[src/rtl/irig_lock_ctrl_pkg.sv]
// -----------------------------------------------------------------------------
// irig_lock_ctrl_pkg
// Shared definitions for the IRIG-B lock supervisor.
//   - Decoder state codes reported by irig_state on its state output.
//   - Lock FSM state encoding, also exported on lock_state for debug.
//   - Field length in data symbols between two position marks.
//   - Small saturating-increment and strobe-collision helpers.
// -----------------------------------------------------------------------------
package irig_lock_ctrl_pkg;

    // Decoder state codes (irig_state)
    localparam logic [3:0] ST_UNLOCKED = 4'd0;
    localparam logic [3:0] ST_START    = 4'd2;
    localparam logic [3:0] ST_SECOND   = 4'd3;

    // Data symbols expected between two consecutive position marks
    localparam logic [3:0] IRIG_BITS_PER_FIELD = 4'd9;

    // Lock supervisor FSM
    typedef enum logic [2:0] {
        S_RESYNC  = 3'd0,
        S_ACQUIRE = 3'd1,
        S_VERIFY  = 3'd2,
        S_LOCKED  = 3'd3
    } lock_state_t;

    // 16-bit increment that sticks at all-ones
    function automatic logic [15:0] sat_inc16(input logic [15:0] v);
        return (v == 16'hFFFF) ? v : v + 16'd1;
    endfunction

    // 4-bit increment that sticks at all-ones
    function automatic logic [3:0] sat_inc4(input logic [3:0] v);
        return (v == 4'hF) ? v : v + 4'd1;
    endfunction

    // True when two or more symbol strobes fire in the same cycle
    function automatic logic multi_strobe(input logic a, input logic b, input logic c);
        return (a & b) | (a & c) | (b & c);
    endfunction

endpackage

[src/rtl/irig_sym_timer.sv]
// -----------------------------------------------------------------------------
// irig_sym_timer
// Saturating cycle counter measuring the time since the last symbol strobe.
// The counter is reloaded to zero by i_clear and otherwise advances on i_tick,
// holding once it reaches TIMEOUT. o_expired flags the cycle in which the
// count would reach (or already sits at) TIMEOUT, so a clear in the same cycle
// suppresses it.
// Ports:
//   i_clk      system clock
//   i_rst      synchronous reset, active high
//   i_clear    reload counter to zero (symbol seen / supervisor idle)
//   i_tick     advance counter by one
//   o_expired  count reaches TIMEOUT on this cycle
// -----------------------------------------------------------------------------
module irig_sym_timer #(
    parameter int TIMEOUT = 2_000_000
) (
    input  logic i_clk,
    input  logic i_rst,
    input  logic i_clear,
    input  logic i_tick,
    output logic o_expired
);

    localparam int             W     = $clog2(TIMEOUT + 1);
    localparam logic [W-1:0]   LIMIT = W'(TIMEOUT);

    logic [W-1:0] r_cnt;
    logic [W-1:0] w_cnt_next;

    // Next count: clear wins, then saturating advance
    always_comb begin
        w_cnt_next = r_cnt;
        if (i_clear) begin
            w_cnt_next = '0;
        end else if (i_tick && (r_cnt != LIMIT)) begin
            w_cnt_next = r_cnt + W'(1);
        end else begin
            w_cnt_next = r_cnt;
        end
    end

    assign o_expired = (w_cnt_next == LIMIT);

    // Counter register
    always_ff @(posedge i_clk) begin
        if (i_rst) begin
            r_cnt <= '0;
        end else begin
            r_cnt <= w_cnt_next;
        end
    end

endmodule

[src/rtl/irig_lock_ctrl.sv]
// -----------------------------------------------------------------------------
// irig_lock_ctrl
// Lock supervisor for the IRIG-B decode chain. Watches symbol strobes, the
// decoder state and frame-complete strobe; resets the decoder on loss of
// signal or misalignment, qualifies lock over LOCK_FRAMES good frames, counts
// bad frames and gates PPS / timestamp-valid to the system.
// Ports:
//   i_clk          system clock
//   i_rst          synchronous reset, active high
//   i_irig_d0      1-cycle strobe, ZERO symbol
//   i_irig_d1      1-cycle strobe, ONE symbol
//   i_irig_mark    1-cycle strobe, MARK symbol
//   i_dec_state    decoder state (irig_state)
//   i_ts_finish    decoder frame-complete strobe
//   i_pps_gate     decoder PPS gate
//   o_dec_rst      synchronous reset to the decoder
//   o_locked       high while in S_LOCKED
//   o_pps_out      pps gate qualified by lock, registered
//   o_ts_valid     frame-complete qualified by lock and a clean frame
//   o_err_cnt      saturating count of bad frames since reset
//   o_lock_state   FSM state for debug
// -----------------------------------------------------------------------------
module irig_lock_ctrl
    import irig_lock_ctrl_pkg::*;
#(
    parameter int SYM_TIMEOUT   = 2_000_000,
    parameter int LOCK_FRAMES   = 2,
    parameter int UNLOCK_FRAMES = 3,
    parameter int DEC_RST_CYC   = 4
) (
    input  logic        i_clk,
    input  logic        i_rst,
    input  logic        i_irig_d0,
    input  logic        i_irig_d1,
    input  logic        i_irig_mark,
    input  logic [3:0]  i_dec_state,
    input  logic        i_ts_finish,
    input  logic        i_pps_gate,
    output logic        o_dec_rst,
    output logic        o_locked,
    output logic        o_pps_out,
    output logic        o_ts_valid,
    output logic [15:0] o_err_cnt,
    output logic [2:0]  o_lock_state
);

    localparam logic [3:0]  LOCK_TARGET   = 4'(LOCK_FRAMES);
    localparam logic [3:0]  UNLOCK_TARGET = 4'(UNLOCK_FRAMES);
    localparam logic [15:0] PULSE_LOAD    = 16'(DEC_RST_CYC - 1);

    lock_state_t r_state;
    logic [15:0] r_pulse_cnt;
    logic [3:0]  r_good_cnt;
    logic [3:0]  r_bad_cnt;
    logic [3:0]  r_sym_cnt;
    logic        r_frame_err;
    logic [15:0] r_err_cnt;
    logic        r_dec_rst;
    logic        r_locked;
    logic        r_pps_out;
    logic        r_ts_valid;

    logic w_data;
    logic w_strobe_any;
    logic w_checking;
    logic w_spacing_err;
    logic w_multi;
    logic w_err_now;
    logic w_frame_bad;
    logic w_drop;
    logic w_tmr_clear;
    logic w_tmr_expired;
    logic w_timeout;
    logic w_go_resync;
    logic w_err_inc;

    assign w_data       = i_irig_d0 | i_irig_d1;
    assign w_strobe_any = w_data | i_irig_mark;
    assign w_checking   = (r_state == S_VERIFY) | (r_state == S_LOCKED);

    // A mark must close a full field, except the Pr mark right after P0
    assign w_spacing_err = i_irig_mark
                         & (r_sym_cnt != IRIG_BITS_PER_FIELD)
                         & ~((r_sym_cnt == 4'd0) & (i_dec_state == ST_START));
    assign w_multi       = multi_strobe(i_irig_d0, i_irig_d1, i_irig_mark);
    assign w_err_now     = w_checking & (w_spacing_err | w_multi);
    // Error on the ts_finish cycle still belongs to the finishing frame
    assign w_frame_bad   = r_frame_err | w_err_now;

    assign w_drop      = (r_state != S_RESYNC) & (i_dec_state == ST_UNLOCKED);
    // Timer is held at zero during resync so acquisition starts with a fresh window
    assign w_tmr_clear = w_strobe_any | (r_state == S_RESYNC);
    assign w_timeout   = (r_state != S_RESYNC) & w_tmr_expired;

    // Bad frames and losses of signal only count against an established lock
    assign w_err_inc = (r_state == S_LOCKED) & ~w_drop
                     & (w_timeout | (i_ts_finish & w_frame_bad));

    irig_sym_timer #(
        .TIMEOUT (SYM_TIMEOUT)
    ) u_sym_timer (
        .i_clk     (i_clk),
        .i_rst     (i_rst),
        .i_clear   (w_tmr_clear),
        .i_tick    (1'b1),
        .o_expired (w_tmr_expired)
    );

    // Decide whether this cycle forces the supervisor back to resync
    always_comb begin
        w_go_resync = 1'b0;
        case (r_state)
            S_RESYNC:  w_go_resync = 1'b0;
            S_ACQUIRE: w_go_resync = w_drop | w_timeout;
            S_VERIFY:  w_go_resync = w_drop | w_timeout | w_err_now
                                   | (i_ts_finish & w_frame_bad);
            S_LOCKED:  w_go_resync = w_drop | w_timeout
                                   | (i_ts_finish & w_frame_bad
                                      & ((r_bad_cnt + 4'd1) == UNLOCK_TARGET));
            default:   w_go_resync = 1'b1;
        endcase
    end

    // Data symbols seen since the last mark
    always_ff @(posedge i_clk) begin
        if (i_rst) begin
            r_sym_cnt <= 4'd0;
        end else if ((r_state == S_RESYNC) || i_irig_mark) begin
            r_sym_cnt <= 4'd0;
        end else if (w_data) begin
            r_sym_cnt <= sat_inc4(r_sym_cnt);
        end else begin
            r_sym_cnt <= r_sym_cnt;
        end
    end

    // Sticky per-frame error flag, consumed by ts_finish
    always_ff @(posedge i_clk) begin
        if (i_rst) begin
            r_frame_err <= 1'b0;
        end else if (!w_checking || i_ts_finish) begin
            r_frame_err <= 1'b0;
        end else if (w_err_now) begin
            r_frame_err <= 1'b1;
        end else begin
            r_frame_err <= r_frame_err;
        end
    end

    // Saturating bad-frame counter
    always_ff @(posedge i_clk) begin
        if (i_rst) begin
            r_err_cnt <= 16'd0;
        end else if (w_err_inc) begin
            r_err_cnt <= sat_inc16(r_err_cnt);
        end else begin
            r_err_cnt <= r_err_cnt;
        end
    end

    // Lock FSM with its registered outputs
    always_ff @(posedge i_clk) begin
        if (i_rst) begin
            r_state     <= S_RESYNC;
            r_pulse_cnt <= PULSE_LOAD;
            r_good_cnt  <= 4'd0;
            r_bad_cnt   <= 4'd0;
            r_dec_rst   <= 1'b1;
            r_locked    <= 1'b0;
            r_pps_out   <= 1'b0;
            r_ts_valid  <= 1'b0;
        end else begin
            r_pps_out  <= i_pps_gate & (r_state == S_LOCKED);
            r_ts_valid <= i_ts_finish & ~w_frame_bad & (r_state == S_LOCKED)
                        & ~w_drop & ~w_timeout;
            if (w_go_resync) begin
                r_state     <= S_RESYNC;
                r_pulse_cnt <= PULSE_LOAD;
                r_good_cnt  <= 4'd0;
                r_bad_cnt   <= 4'd0;
                r_dec_rst   <= 1'b1;
                r_locked    <= 1'b0;
            end else begin
                case (r_state)
                    S_RESYNC: begin
                        if (r_pulse_cnt == 16'd0) begin
                            r_state   <= S_ACQUIRE;
                            r_dec_rst <= 1'b0;
                        end else begin
                            r_pulse_cnt <= r_pulse_cnt - 16'd1;
                        end
                    end
                    S_ACQUIRE: begin
                        if (i_dec_state == ST_SECOND) begin
                            r_state <= S_VERIFY;
                        end else begin
                            r_state <= S_ACQUIRE;
                        end
                    end
                    S_VERIFY: begin
                        // Bad frames never get here: they already forced resync
                        if (i_ts_finish) begin
                            if ((r_good_cnt + 4'd1) == LOCK_TARGET) begin
                                r_state    <= S_LOCKED;
                                r_locked   <= 1'b1;
                                r_good_cnt <= 4'd0;
                            end else begin
                                r_good_cnt <= r_good_cnt + 4'd1;
                            end
                        end else begin
                            r_good_cnt <= r_good_cnt;
                        end
                    end
                    S_LOCKED: begin
                        if (i_ts_finish) begin
                            r_bad_cnt <= w_frame_bad ? sat_inc4(r_bad_cnt) : 4'd0;
                        end else begin
                            r_bad_cnt <= r_bad_cnt;
                        end
                    end
                    default: begin
                        r_state     <= S_RESYNC;
                        r_pulse_cnt <= PULSE_LOAD;
                        r_dec_rst   <= 1'b1;
                        r_locked    <= 1'b0;
                    end
                endcase
            end
        end
    end

    assign o_dec_rst    = r_dec_rst;
    assign o_locked     = r_locked;
    assign o_pps_out    = r_pps_out;
    assign o_ts_valid   = r_ts_valid;
    assign o_err_cnt    = r_err_cnt;
    assign o_lock_state = r_state;

endmodule

[config.mk]
export PLATFORM = sky130hd
export DESIGN_NAME = irig_lock_ctrl
export DESIGN_NICKNAME = d
export VERILOG_FILES = /design/src/rtl/irig_lock_ctrl_pkg.sv /design/src/rtl/irig_sym_timer.sv /design/src/rtl/irig_lock_ctrl.sv
export SDC_FILE = /design/constraint.sdc
export NUM_CORES = 1
export LEC_CHECK = 0
export ABC_AREA = 1
export CAP_MARGIN = 10
export CORE_ASPECT_RATIO = 1.1
export CORE_MARGIN = 4
export CORE_UTILIZATION = 45
export CTS_CLUSTER_DIAMETER = 200
export DETAILED_ROUTE_END_ITERATION = 10
export PLACE_DENSITY_LB_ADDON = 0.12
export SLEW_MARGIN = 20
export SYNTH_ARGS = -nofsm -noshare
export SYNTH_HDL_FRONTEND = slang
export SYNTH_SLANG_ARGS = --single-unit
[constraint.sdc]
create_clock -name i_clk -period 2.3 [get_ports i_clk]
set_input_delay 0.345 -clock i_clk [delete_from_list [all_inputs] [get_ports i_clk]]
set_output_delay 0.345 -clock i_clk [all_outputs]
set_load 0.03 [all_outputs]
==> flow_summary.toml <==
[worst_setup_path]
critical_path.max_stage_delay_ns = 0.38
crit_path_top_cell_by_count = "sky130_fd_sc_hd__nand2_1"
timing.critical_path.fanout_max = 6
critPathLaunchType = "flip-flop"
r2r_cells = 16
crit_start = "u_sym_timer.r_cnt[0]"
worst-endpoint-required_ns = 2.59
path_class = "reg2reg"
crit_chain = "inv_2 > buf_4 > nor2_4 > nand2_1 > o21ai_1 > nand3_1 > nor2_1 > nand2_1 > nor2_2 > nand3_4 > nand2_8 > buf_4 > nand3_2 > nand2_1 > nand2_1 > nor2_1"
critical_path.endpoint_type = "flip-flop"
slowest_stage = "sky130_fd_sc_hd__dfxtp_4"
timing.critical_path.arrival_ns = 2.47
worst_r2r_startpoint = "u_sym_timer.r_cnt[0]"

[pwr]
power_per_cell_area_mw_per_mm2 = 560
total_leakage_power_nw = 2.00
vdd.ir_drop.worst_mv = 0.486

[synthesis]
synth_area_leaders = "sky130_fd_sc_hd__dfxtp_1 (35%), sky130_fd_sc_hd__nand2_1 (13%), sky130_fd_sc_hd__nor2_1 (9.6%)"
post_syn_area_per_cell_sq_um = 6.60
synth_cells = 632
mappedNetlistArea_sq_mm = 0.00417
synth-seq-area-share_pct = 34.6
yosysWarningCount = 0
yosys_reg_bits = 72
yosysUniqueCellTypes = 40
post_synth_edffs = 0
post-synth-top-count-cell = "sky130_fd_sc_hd__nand2_1"
synth_async_sr_flop_share_pct = 0
synthDominantAreaCellType = "sky130_fd_sc_hd__dfxtp_1"
synth_top_area_share_pct = 34.6
ys_top_cells_by_count = "sky130_fd_sc_hd__nand2_1 (140), sky130_fd_sc_hd__nor2_1 (107), sky130_fd_sc_hd__dfxtp_1 (72)"
syn-num-nets = 654
ys.flop_type = "sky130_fd_sc_hd__dfxtp_1"

[placed_design]
detailedPlacementHpwl_microns = 7570
numPlacedInstances = 808
place_area_sq_mm = 0.00487
routability_driven_placement_congestion_ratio = 0.883
placement.io_buffers = 32

[grt]
grt_usage_pct = 19.5
grt_overflow_total = 0
initial_antenna_violation_count = 0
grt_first_pass_wirelength_microns = 17400
first_global_vias = 3981
grt_start_max_net_pins = 38

[clocking]
cts-buffers-inserted = 9
clockBufferDepth = 2
root_buffer = "sky130_fd_sc_hd__clkbuf_8"
htree_num_levels = 3
cts.reportedPaths.clkPinSlew_ns = 0.08
clk_latency_ns = 0.35
cts.sinks = 72
cts_tree = "built"

[timing]
setup_viol_count_final = 0
rsz0062_at_grt = "yes"
finalHoldViolations = 0
final-max-slew-violation-count = 0
transition_at_the_pin_with_the_smallest_max_transition_slack_ns = 0.619
final.min_clock_period_ns = 2.18
maxSlewHeadroom_pct = 58.4
timing.clock.skew_ns = 0.0145
max_frequency_mhz = 459
timing.final.crit_share_pct = 94.8

[floorplanning]
floorplan.die.width_microns = 99.8
num_rows = 36
initial_utilization_pct = 46.5
design.core.area_sq_mm = 0.00896
dieHeight_microns = 109
floorplan.die_area_sq_mm = 0.0109
ios = 34

[detailed_routing]
drt_wl_total_microns = 10200
drt-vias-per-instance = 5.03
wl_per_cell_microns = 12.2
detail_route.drc_violations = 0
num_vias = 4179
drt_first_iter_violations = 127
final_antenna_net_count = 0
detailedRoute.firstPassIterationCount = 5

[job]
timing.max_cap.violations = 0

[layout]
inserted_diodes = 0
area_growth_syn_to_layout_pct = 27.5
stdcell_area_sq_mm = 0.00532
post_route_cells_drive_above_1_share_pct = 17.4
layout.cells.non_filler = 831
final_net_count = 734

[worst_hold_path]
min_path_type = "reg2reg"
min_from = "r_pulse_cnt[0]"
hold-path-cell-count = 2

[outcome]
outcome = "finished clean"
[per-stage QoR]
stage	util (%)	power (mW)	worst slack, ns	hold WS (ns)	setup TNS (ns)
floorplan	-	1.80	0.126	0.422	0
global placement	54.4	1.95	-0.213	0.458	-5.75
detailed placement	54.4	1.96	-0.243	0.466	-6.11
CTS	56.9	2.98	0.00337	0.489	0
global route	59.3	3.15	-0.0712	0.506	-0.954
finish	59.3	2.98	0.119	0.481	0
[placed cells by master, fill, tap and decap left out, drive strengths merged, types with 2 or more instances in the layout]
master         netlist  routed
a21oi               37      37
buf                  8      49
clkbuf               5      10
clkdlybuf4s50        0      32
clkinv               2       4
clkinvlp             0       2
dfxtp               72      72
ha                  11      11
inv                 77      78
nand2              144     144
nand3               53      54
nand4               25      25
nor2               115     115
nor3                20      20
nor3b                2       2
nor4                 6       6
o211ai               2       2
o21ai               17      17
o21bai               2       2
or2                  2       2
xnor2                8       8
xor2                17      17
[final timing paths]
| check | slack [ns] | to |
|---|---|---|
| max reg2reg | 0.12 | o_err_cnt[12] |
| min reg2reg | 0.48 | r_pulse_cnt[0] |
| max | 0.12 | o_err_cnt[12] |
| min | 0.48 | r_pulse_cnt[0] |
[final cells by class]
cell class | instances | area (sq um)
tap | 114 | 143
sequential | 72 | 1460
clock buffer | 10 | 128
clock inverter | 6 | 67.6
inverter | 79 | 302
fill | 851 | 3650
multi-input combinational | 469 | 2520
timing repair buffer | 81 | 699
[layer usage]
metal	wire length (microns)	part of all wire (%)	vias up	GRT usage [%]
li1	-	-	2206	-
met1	4870	48	1892	25.0
met2	4790	47	69	33.2
met3	358	3.5	12	3.01
met4	155	1.5	0	7.02
met5	0	0	-	0
[repair_timing]
item	CTS	global route
setup buffers	1	5
hold buffers	0	0
gates resized for setup	7	46
setup endpoints to repair	24	44
gates cloned	1	0
pin swaps	3	19
[power by group]
part / total [mW] / leakage [nW] / switching (mW) / internal (mW)
sequential: 1.40 / 0.586 / 0.0784 / 1.33
combinational: 0.557 / 1.32 / 0.324 / 0.233
clock: 1.01 / 0.0929 / 0.509 / 0.505
[registers in the layout, indices dropped and copies added (netlist names)]
signal / flops
r_bad_cnt: 4
u_sym_timer.r_cnt: 21
o_err_cnt: 16
o_lock_state: 2
r_sym_cnt: 4
o_locked: 1
r_frame_err: 1
r_pulse_cnt: 16
r_good_cnt: 4
o_pps_out: 1
o_dec_rst: 1
o_ts_valid: 1
[critical path: cells and delay by family, from the launching register on]
family,cells,cell delay (ns)
flip-flops,1,0.38
AND/OR/NAND/NOR,12,1.25
buffers and inverters,3,0.31
AO/OA/AOI/OAI,1,0.16
[cells by family (layout without fill, tap and decap cells)]
family / count (synthesis) / after routing / share of synthesized area, %
adder cells (fa/ha/maj): 11 / 11 / 3.30
AND/OR/NAND/NOR: 368 / 369 / 39.6
AO/OA/AOI/OAI: 63 / 63 / 8.10
buffers and inverters: 92 / 176 / 9.09
flip-flops: 72 / 72 / 34.6
XOR/XNOR: 25 / 25 / 5.25
other: 1 / 1 / 0.0899
Note: power is estimated with default switching activity, not from simulation.
